**config.mk**
```make
export PLATFORM = sky130hd
export DESIGN_NAME = run_controller
export DESIGN_NICKNAME = d
export VERILOG_FILES = /design/src/rtl/run_controller.sv
export SDC_FILE = /design/constraint.sdc
export NUM_CORES = 1
export LEC_CHECK = 0
export ABC_AREA = 1
export CAP_MARGIN = 20
export CORE_UTILIZATION = 53
export DETAILED_ROUTE_END_ITERATION = 12
export PLACE_DENSITY_LB_ADDON = 0.05
export SLEW_MARGIN = 25
export SYNTH_ARGS = -nofsm -noshare
export SYNTH_HDL_FRONTEND = slang
export SYNTH_SLANG_ARGS = --single-unit
```
**constraint.sdc**
```tcl
create_clock -name clk -period 2.6 [get_ports clk]
set_input_delay 0.52 -clock clk [delete_from_list [all_inputs] [get_ports clk]]
set_output_delay 0.52 -clock clk [all_outputs]
set_load 0.05 [all_outputs]
```
**src/rtl/run_controller.sv**
```systemverilog
// Run/pause/step/halt sequencer for a CPU, with a RUN-mode clock divider,
// a single PC breakpoint and saturating instruction statistics.
module run_controller #(
  parameter int RUN_DIV = 1,
  parameter int CNT_W   = 32
) (
  input  logic             clk,
  input  logic             rst,
  input  logic             go,
  input  logic             step,
  input  logic             halt,
  input  logic             is_jump,
  input  logic             is_branch,
  input  logic             branched,
  input  logic [31:0]      pc,
  input  logic [31:0]      bp_addr,
  input  logic             bp_en,
  input  logic             clr_stats,
  output logic             cpu_en,
  output logic [1:0]       state,
  output logic [CNT_W-1:0] inst_cnt,
  output logic [CNT_W-1:0] jump_cnt,
  output logic [CNT_W-1:0] branch_cnt,
  output logic [CNT_W-1:0] taken_cnt
);

  typedef enum logic [1:0] {
    ST_PAUSE = 2'd0,
    ST_RUN   = 2'd1,
    ST_STEP  = 2'd2,
    ST_HALT  = 2'd3
  } state_t;

  localparam int              DIV_W    = 16;
  localparam logic [DIV_W-1:0] DIV_LAST = DIV_W'(RUN_DIV - 1);
  localparam logic [CNT_W-1:0] CNT_MAX  = '1;

  state_t           cur;
  state_t           nxt;
  logic [DIV_W-1:0] div_cnt;
  logic             bp_skip;
  logic             tick;
  logic             bp_hit;

  assign tick   = (div_cnt == DIV_LAST);
  assign bp_hit = bp_en && (pc == bp_addr) && !bp_skip;
  assign state  = cur;

  // Halt and the breakpoint veto the commit in the very cycle they appear.
  always_comb begin
    cpu_en = 1'b0;
    case (cur)
      ST_RUN:  cpu_en = tick && !halt && !bp_hit;
      ST_STEP: cpu_en = !halt;
      default: cpu_en = 1'b0;
    endcase
  end

  always_comb begin
    nxt = cur;
    if (halt && cur != ST_HALT) begin
      nxt = ST_HALT;
    end else begin
      case (cur)
        ST_PAUSE: begin
          if (go)        nxt = ST_RUN;
          else if (step) nxt = ST_STEP;
        end
        ST_RUN: begin
          if ((tick && bp_hit) || go) nxt = ST_PAUSE;
        end
        ST_STEP: nxt = ST_PAUSE;
        default: nxt = ST_HALT;
      endcase
    end
  end

  function automatic logic [CNT_W-1:0] bump(input logic [CNT_W-1:0] v, input logic inc);
    return (inc && v != CNT_MAX) ? v + CNT_W'(1) : v;
  endfunction

  always_ff @(posedge clk) begin
    if (rst) begin
      cur        <= ST_PAUSE;
      div_cnt    <= '0;
      bp_skip    <= 1'b0;
      inst_cnt   <= '0;
      jump_cnt   <= '0;
      branch_cnt <= '0;
      taken_cnt  <= '0;
    end else begin
      cur     <= nxt;
      div_cnt <= (cur == ST_RUN && nxt == ST_RUN && !tick) ? div_cnt + DIV_W'(1) : '0;

      // Leaving PAUSE arms the skip so a resume at the breakpoint executes it once.
      if (cur == ST_PAUSE && (nxt == ST_RUN || nxt == ST_STEP)) bp_skip <= 1'b1;
      else if (cpu_en)                                          bp_skip <= 1'b0;

      if (clr_stats) begin
        inst_cnt   <= '0;
        jump_cnt   <= '0;
        branch_cnt <= '0;
        taken_cnt  <= '0;
      end else if (cpu_en) begin
        inst_cnt   <= bump(inst_cnt, 1'b1);
        jump_cnt   <= bump(jump_cnt, is_jump);
        branch_cnt <= bump(branch_cnt, is_branch);
        taken_cnt  <= bump(taken_cnt, is_branch && branched);
      end
    end
  end

endmodule

```
## Word-level counts from Yosys, hierarchy flattened

Index checks and enable logic that the tools add are counted.

- Register bits: 147
- Logic and storage cells: 59

- Equal/unequal tests: 10
- Reduce and logical (&&, ||, !) cells: 28
- Add/sub/neg operators: 5
- Bitwise logic cells: 1
- Mux-type cells: 8

Operator list:

| operator | count |
|---|---|
| 32-bit by 1-bit adder with 32-bit output (second input constant) | 4 |
| 32-bit != test (second input constant) | 4 |
| 32-bit == test | 1 |
| 16-bit by 1-bit adder with 16-bit output (second input constant) | 1 |
| 16-bit zero test | 1 |
| 1-bit logical AND | 13 |
| 2-bit two-way mux | 4 |
| 2-bit AND reduction | 4 |
| 2-bit case mux with 3 select lines | 1 |
| 2-bit by 1-bit == test with 1-bit output (second input constant) | 2 |
| 2-bit == test (second input constant) | 2 |
| 1-bit zero test | 4 |
| 2-bit OR reduction | 2 |
| 2-bit zero test | 1 |
| 1-bit logical OR | 2 |
| 1-bit two-way mux | 2 |
| 2-bit != test (second input constant) | 1 |
| 1-bit case mux with 2 select lines | 1 |
| 2-bit nonzero test | 1 |
| 1-bit NOT | 1 |

## Logic depth before layout (Yosys ltp)

- Word-level depth: 13
- Depth in mapped cells: 18
- Mapped depth without buffers: 18

## Worst setup path before layout

OpenSTA, ideal clock, no wires.

- Path type: register -> output
- From: register cur[0], in the netlist state[0]
- To: output cpu_en
- Stages on the path, launching flop included: 8
- Path slack: -0.223 ns
- Required time: 2.080 ns
- Data arrival time: 2.303 ns
- Buffers on the path: 3
- Cells stage by stage: dfxtp_1 > inv_1 > ha_1 > clkbuf_1 > clkbuf_1 > buf_1 > nand2_1 > inv_1

- Longest elaborated chain between the ends: 2
- Elaborated cells between the ends (all ways): 3

RTL lines:

| element | RTL line | text |
|---|---|---|
| start, declared | 38 | `state_t cur;` |
| start signal, assigned | 92 | `cur <= nxt;` |
| 2-bit == test / 2-bit by 1-bit == test with 1-bit output (equally long branches) | 52 | `case (cur)` |
| 1-bit case mux with 2 select lines * | 52 |  |
| end, declared | 19 | `output logic cpu_en,` |

Mark *: on every way between the ends. The rest lies on a longest branch, timed or not.

## Worst setup path in the final report

- From: input bp_addr[3]
- To: output cpu_en

- Longest elaborated chain between the ends: 6

RTL lines:

| element | RTL line | text |
|---|---|---|
| start, declared | 16 | `input logic [31:0] bp_addr,` |
| 32-bit == test | 46 | `assign bp_hit = bp_en && (pc == bp_addr) && !bp_skip;` |
| 1-bit logical AND (2 in a row) | 46 |  |
| 1-bit zero test | 53 | `ST_RUN: cpu_en = tick && !halt && !bp_hit;` |
| 1-bit logical AND | 53 |  |
| 1-bit case mux with 2 select lines | 52 |  |

No other way between the ends.

==> impl_metrics.prom <==
# TYPE chip_impl_metric gauge
chip_impl_metric{name="post-route-drc-count",unit=""} 0
chip_impl_info{name="yosysTopAreaCell",value="dfxtp_1"} 1
chip_impl_metric{name="grtUsageTotal",unit="%"} 27.7
chip_impl_metric{name="floorplan.core_area",unit="um2"} 19500
chip_impl_metric{name="synth_cell_area",unit="um2"} 10500
chip_impl_metric{name="totalPowerFinal",unit="W"} 0.00549
chip_impl_metric{name="synth_edf_count",unit=""} 0
chip_impl_metric{name="route.final.wire_length",unit="mm"} 28.0
chip_impl_info{name="hold_path_class",value="flop to flop"} 1
chip_impl_metric{name="cp_data_arrival_time",unit="ps"} 2000
chip_impl_info{name="setup.worst_path.start_class",value="primary input"} 1
chip_impl_metric{name="final-setup-viol-count",unit=""} 0
chip_impl_metric{name="post_synth_inst_count",unit=""} 1846
chip_impl_metric{name="power_frac_seq",unit="%"} 41.4
chip_impl_metric{name="power_per_cell_area",unit="nW/um2"} 407
chip_impl_metric{name="number_of_global_route_vias_before_repair",unit=""} 10408
chip_impl_metric{name="detail_route.wl_per_cell",unit="um"} 12.2
chip_impl_metric{name="cts_hold_buffers",unit=""} 0
chip_impl_metric{name="syn_to_final_growth",unit="%"} 28.6
chip_impl_metric{name="1st_pass_router_iterations",unit=""} 5
chip_impl_metric{name="detailed_place.area",unit="um2"} 12700
chip_impl_metric{name="dieWidth",unit="um"} 143
chip_impl_metric{name="finalMaxSlewViolations",unit=""} 0
chip_impl_info{name="setup.worst_path.class",value="primary input to output pin"} 1
chip_impl_metric{name="drv.max_cap_violation_count",unit=""} 0
chip_impl_metric{name="final_min_period_over_clock_period",unit="%"} 96.9
chip_impl_metric{name="dp.final_hpwl",unit="mm"} 19.8
chip_impl_metric{name="clock_sinks",unit=""} 147
chip_impl_metric{name="synth_largest_type_area_fraction",unit="%"} 28.0
chip_impl_metric{name="postRouteAntennaNets",unit=""} 0
chip_impl_metric{name="diodes",unit=""} 0
chip_impl_metric{name="num_vias",unit=""} 11693
chip_impl_metric{name="async_flop_share",unit="%"} 0
chip_impl_info{name="cp_top_family",value="buffers and inverters"} 1
chip_impl_metric{name="cp_data_required_time",unit="ps"} 2080
chip_impl_metric{name="via_per_inst",unit=""} 5.09
chip_impl_metric{name="synth.yosys.warnings",unit=""} 0
chip_impl_info{name="path_cells",value="clkdlybuf4s50_1 > o21ai_1 > nor2_1 > nand3_1 > nor2_2 > nand3_2 > nand2_4 > nand2_8 > nand2_4 > clkinvlp_4 > buf_12"} 1
chip_impl_metric{name="layout.nets",unit=""} 2103
chip_impl_metric{name="cp_num_buf_inv",unit=""} 3
chip_impl_metric{name="p_leak",unit="nW"} 5.53
chip_impl_metric{name="ys_ff_latch",unit=""} 147
chip_impl_metric{name="grt_pass1_wl",unit="mm"} 46.7
chip_impl_info{name="ys.flop_type",value="dfxtp_1"} 1
chip_impl_metric{name="layout-drive-gt1-share",unit="%"} 6.15
chip_impl_metric{name="maxSlewHeadroom",unit="%"} 44.0
chip_impl_metric{name="timing.critical_path.fanout_max",unit=""} 2
chip_impl_metric{name="detailedPlace.worstSlack",unit="ps"} -254
chip_impl_metric{name="cts.reportedPaths.clkPinSlew",unit="ps"} 60
chip_impl_metric{name="finalInstanceArea",unit="um2"} 13500
chip_impl_metric{name="power_report.internal_total",unit="W"} 0.00393
chip_impl_metric{name="initial_core_util",unit="%"} 53.9
chip_impl_metric{name="fillerInstances",unit=""} 1779
chip_impl_metric{name="place_congestion",unit=""} 0.925
chip_impl_info{name="outcome",value="completed"} 1
chip_impl_info{name="critPathMostFrequentCell",value="nand2_4"} 1
chip_impl_metric{name="die_h",unit="um"} 143
chip_impl_metric{name="worstMarginPinSlew",unit="ps"} 841
chip_impl_metric{name="timing.fmax",unit="GHz"} 0.397
chip_impl_metric{name="synthesis.nets",unit=""} 1931
chip_impl_metric{name="placement_rows",unit=""} 51
chip_impl_metric{name="io_buffers",unit=""} 204
chip_impl_metric{name="swShare",unit="%"} 28.5
chip_impl_metric{name="clk_latency",unit="ps"} 420
chip_impl_info{name="critical-path-slowest-cell",value="clkdlybuf4s50_1"} 1
chip_impl_metric{name="syn_area_per_cell",unit="um2"} 5.69
chip_impl_metric{name="grt_overflow",unit=""} 0
chip_impl_metric{name="antenna_found_initial",unit=""} 0
chip_impl_metric{name="totalNegativeSetupSlack",unit="ps"} 0
chip_impl_metric{name="critPathMaxStageDelay",unit="ps"} 470
chip_impl_metric{name="finalWorstSetupSlack",unit="ps"} 81.7
chip_impl_info{name="cts_tree",value="yes"} 1
chip_impl_metric{name="power_frac_clock",unit="%"} 44.9
chip_impl_info{name="post_synth_main_area_contributors",value="dfxtp_1 28%, nand2_1 17%, inv_1 14%"} 1
chip_impl_info{name="rsz0062_at_grt",value="no"} 1
chip_impl_metric{name="vdd.ir_drop.worst",unit="mV"} 0.424
chip_impl_metric{name="combinationalPowerShare",unit="%"} 13.7
chip_impl_metric{name="cts_inserted_buffers",unit=""} 17
chip_impl_metric{name="count_of_final_hold_check_violations",unit=""} 0
chip_impl_metric{name="synth-seq-area-share",unit="%"} 28.0
chip_impl_metric{name="io_pins",unit=""} 205
chip_impl_metric{name="post_synth_num_cell_types",unit=""} 36
chip_impl_metric{name="cts_htree_levels",unit=""} 4
chip_impl_metric{name="p_switching",unit="W"} 0.00156
chip_impl_info{name="cts.root.buffer_cell",value="clkbuf_16"} 1
chip_impl_metric{name="cts-root-to-sink-buffers",unit=""} 2
chip_impl_metric{name="floorplan.die_area",unit="um2"} 20400
chip_impl_metric{name="dr.first_iter.drc_count",unit=""} 738
chip_impl_info{name="end_kind",value="output pin"} 1
chip_impl_metric{name="final.setup_skew",unit="ps"} 10.5
chip_impl_metric{name="final.min_clock_period",unit="ps"} 2520
chip_impl_metric{name="pin_count_of_the_biggest_net_entering_global_routing",unit=""} 201
==> cells in the final DEF (no fill, tap or decap), types with 6 or more instances in the layout <==
cell type / count
a21oi_1: 11
buf_12: 7
buf_4: 21
clkbuf_16: 18
clkdlybuf4s50_1: 148
dfxtp_1: 145
dlygate4sd2_1: 33
dlymetal6s2s_1: 22
ha_1: 10
inv_1: 388
inv_2: 6
nand2_1: 469
nand2_2: 10
nand3_1: 164
nand4_1: 145
nor2_1: 265
nor2_2: 18
nor3_1: 68
nor3_2: 7
xnor2_1: 8
==> cell families after synthesis <==
| group | count (synthesis) | synth area share, % |
|---|---|---|
| adders and majority gates | 11 | 1.31 |
| and+or+nand+nor | 1178 | 50.2 |
| AOI/OAI and AO/OA | 24 | 1.28 |
| xor gates and xnor gates | 11 | 0.918 |
| buffers and inverters | 475 | 18.2 |
| DFF | 147 | 28.0 |
==> synthesized netlist by cell type (all sizes together) (2+ instances only) <==
library cell and instances:
nand2 483, inv 395, nor2 285, nand3 167, dfxtp 147, nand4 146
nor3 76, buf 56, clkbuf 23, a21oi 11, ha 11, nor3b 9
xnor2 9, o21ai 7, nor4 5, or2 3, a211oi 2, nand3b 2
xor2 2
==> power by group through the flow <==
stage	clock network, W	logic [W]	registers, W
2_1_floorplan	0	0.000507	0.00234
3_3_place_gp	0	0.000744	0.00232
3_5_place_dp	0	0.000754	0.00232
4_1_cts	0.00251	0.000749	0.00227
5_1_grt	0.00261	0.000830	0.00227
6_report	0.00246	0.000754	0.00227
==> cell type report <==
| class | instances | area [um2] | share of cell area (%) |
|---|---|---|---|
| multi-input cells | 1224 | 5780 | 42.8 |
| flip-flops and latches | 147 | 2950 | 21.8 |
| repair buffers | 232 | 2370 | 17.6 |
| inverters | 396 | 1490 | 11.0 |
| clock buffers | 18 | 429 | 3.18 |
| well taps | 265 | 332 | 2.46 |
| clock inverters | 14 | 154 | 1.14 |
==> path summary, 6_finish.rpt <==
path,start,end,slack [ps],depth (start not counted)
hold / removal,div_cnt[13]$_SDFF_PP0_,div_cnt[13]$_SDFF_PP0_,470,1
setup / recovery,bp_addr[3],cpu_en,80,11
hold reg to reg,div_cnt[13]$_SDFF_PP0_,div_cnt[13]$_SDFF_PP0_,470,1
setup reg to reg,div_cnt[0]$_SDFF_PP0_,taken_cnt[26]$_SDFFE_PP0P_,280,15
==> state kept, by name, indices dropped and copies added, names as in the netlist <==
signal	cells
jump_cnt	32
state	2
div_cnt	16
taken_cnt	32
bp_skip	1
branch_cnt	32
inst_cnt	32
==> metal layers <==
| metal | wire, um | GRT usage (%) | vias up | share of wire [%] |
|---|---|---|---|---|
| li1 | - | - | 6073 | - |
| met2 | 13500 | 48.1 | 293 | 48 |
| met4 | 476 | 7.81 | 0 | 1.7 |
| met5 | 0 | 0 | - | 0 |
| met3 | 1550 | 4.90 | 40 | 5.5 |
| met1 | 12500 | 35.0 | 5287 | 45 |
==> timing repair <==
action,4_1_cts,5_1_grt
pin swaps,26,24
buffers inserted,4,0
setup endpoints to repair,1,16
gates cloned,0,1
resized for setup,46,38
==> per-stage QoR <==
step | utilization (%) | std cells | hold slack (ps)
global placement | 65.5 | 2259 | 441
finish | 69.3 | 2296 | 468
CTS | 68.6 | 2295 | 466
detailed placement | 65.5 | 2259 | 450
global route | 69.3 | 2296 | 493
floorplan | - | 1846 | 430
Note: power is estimated with default switching activity, not from simulation.
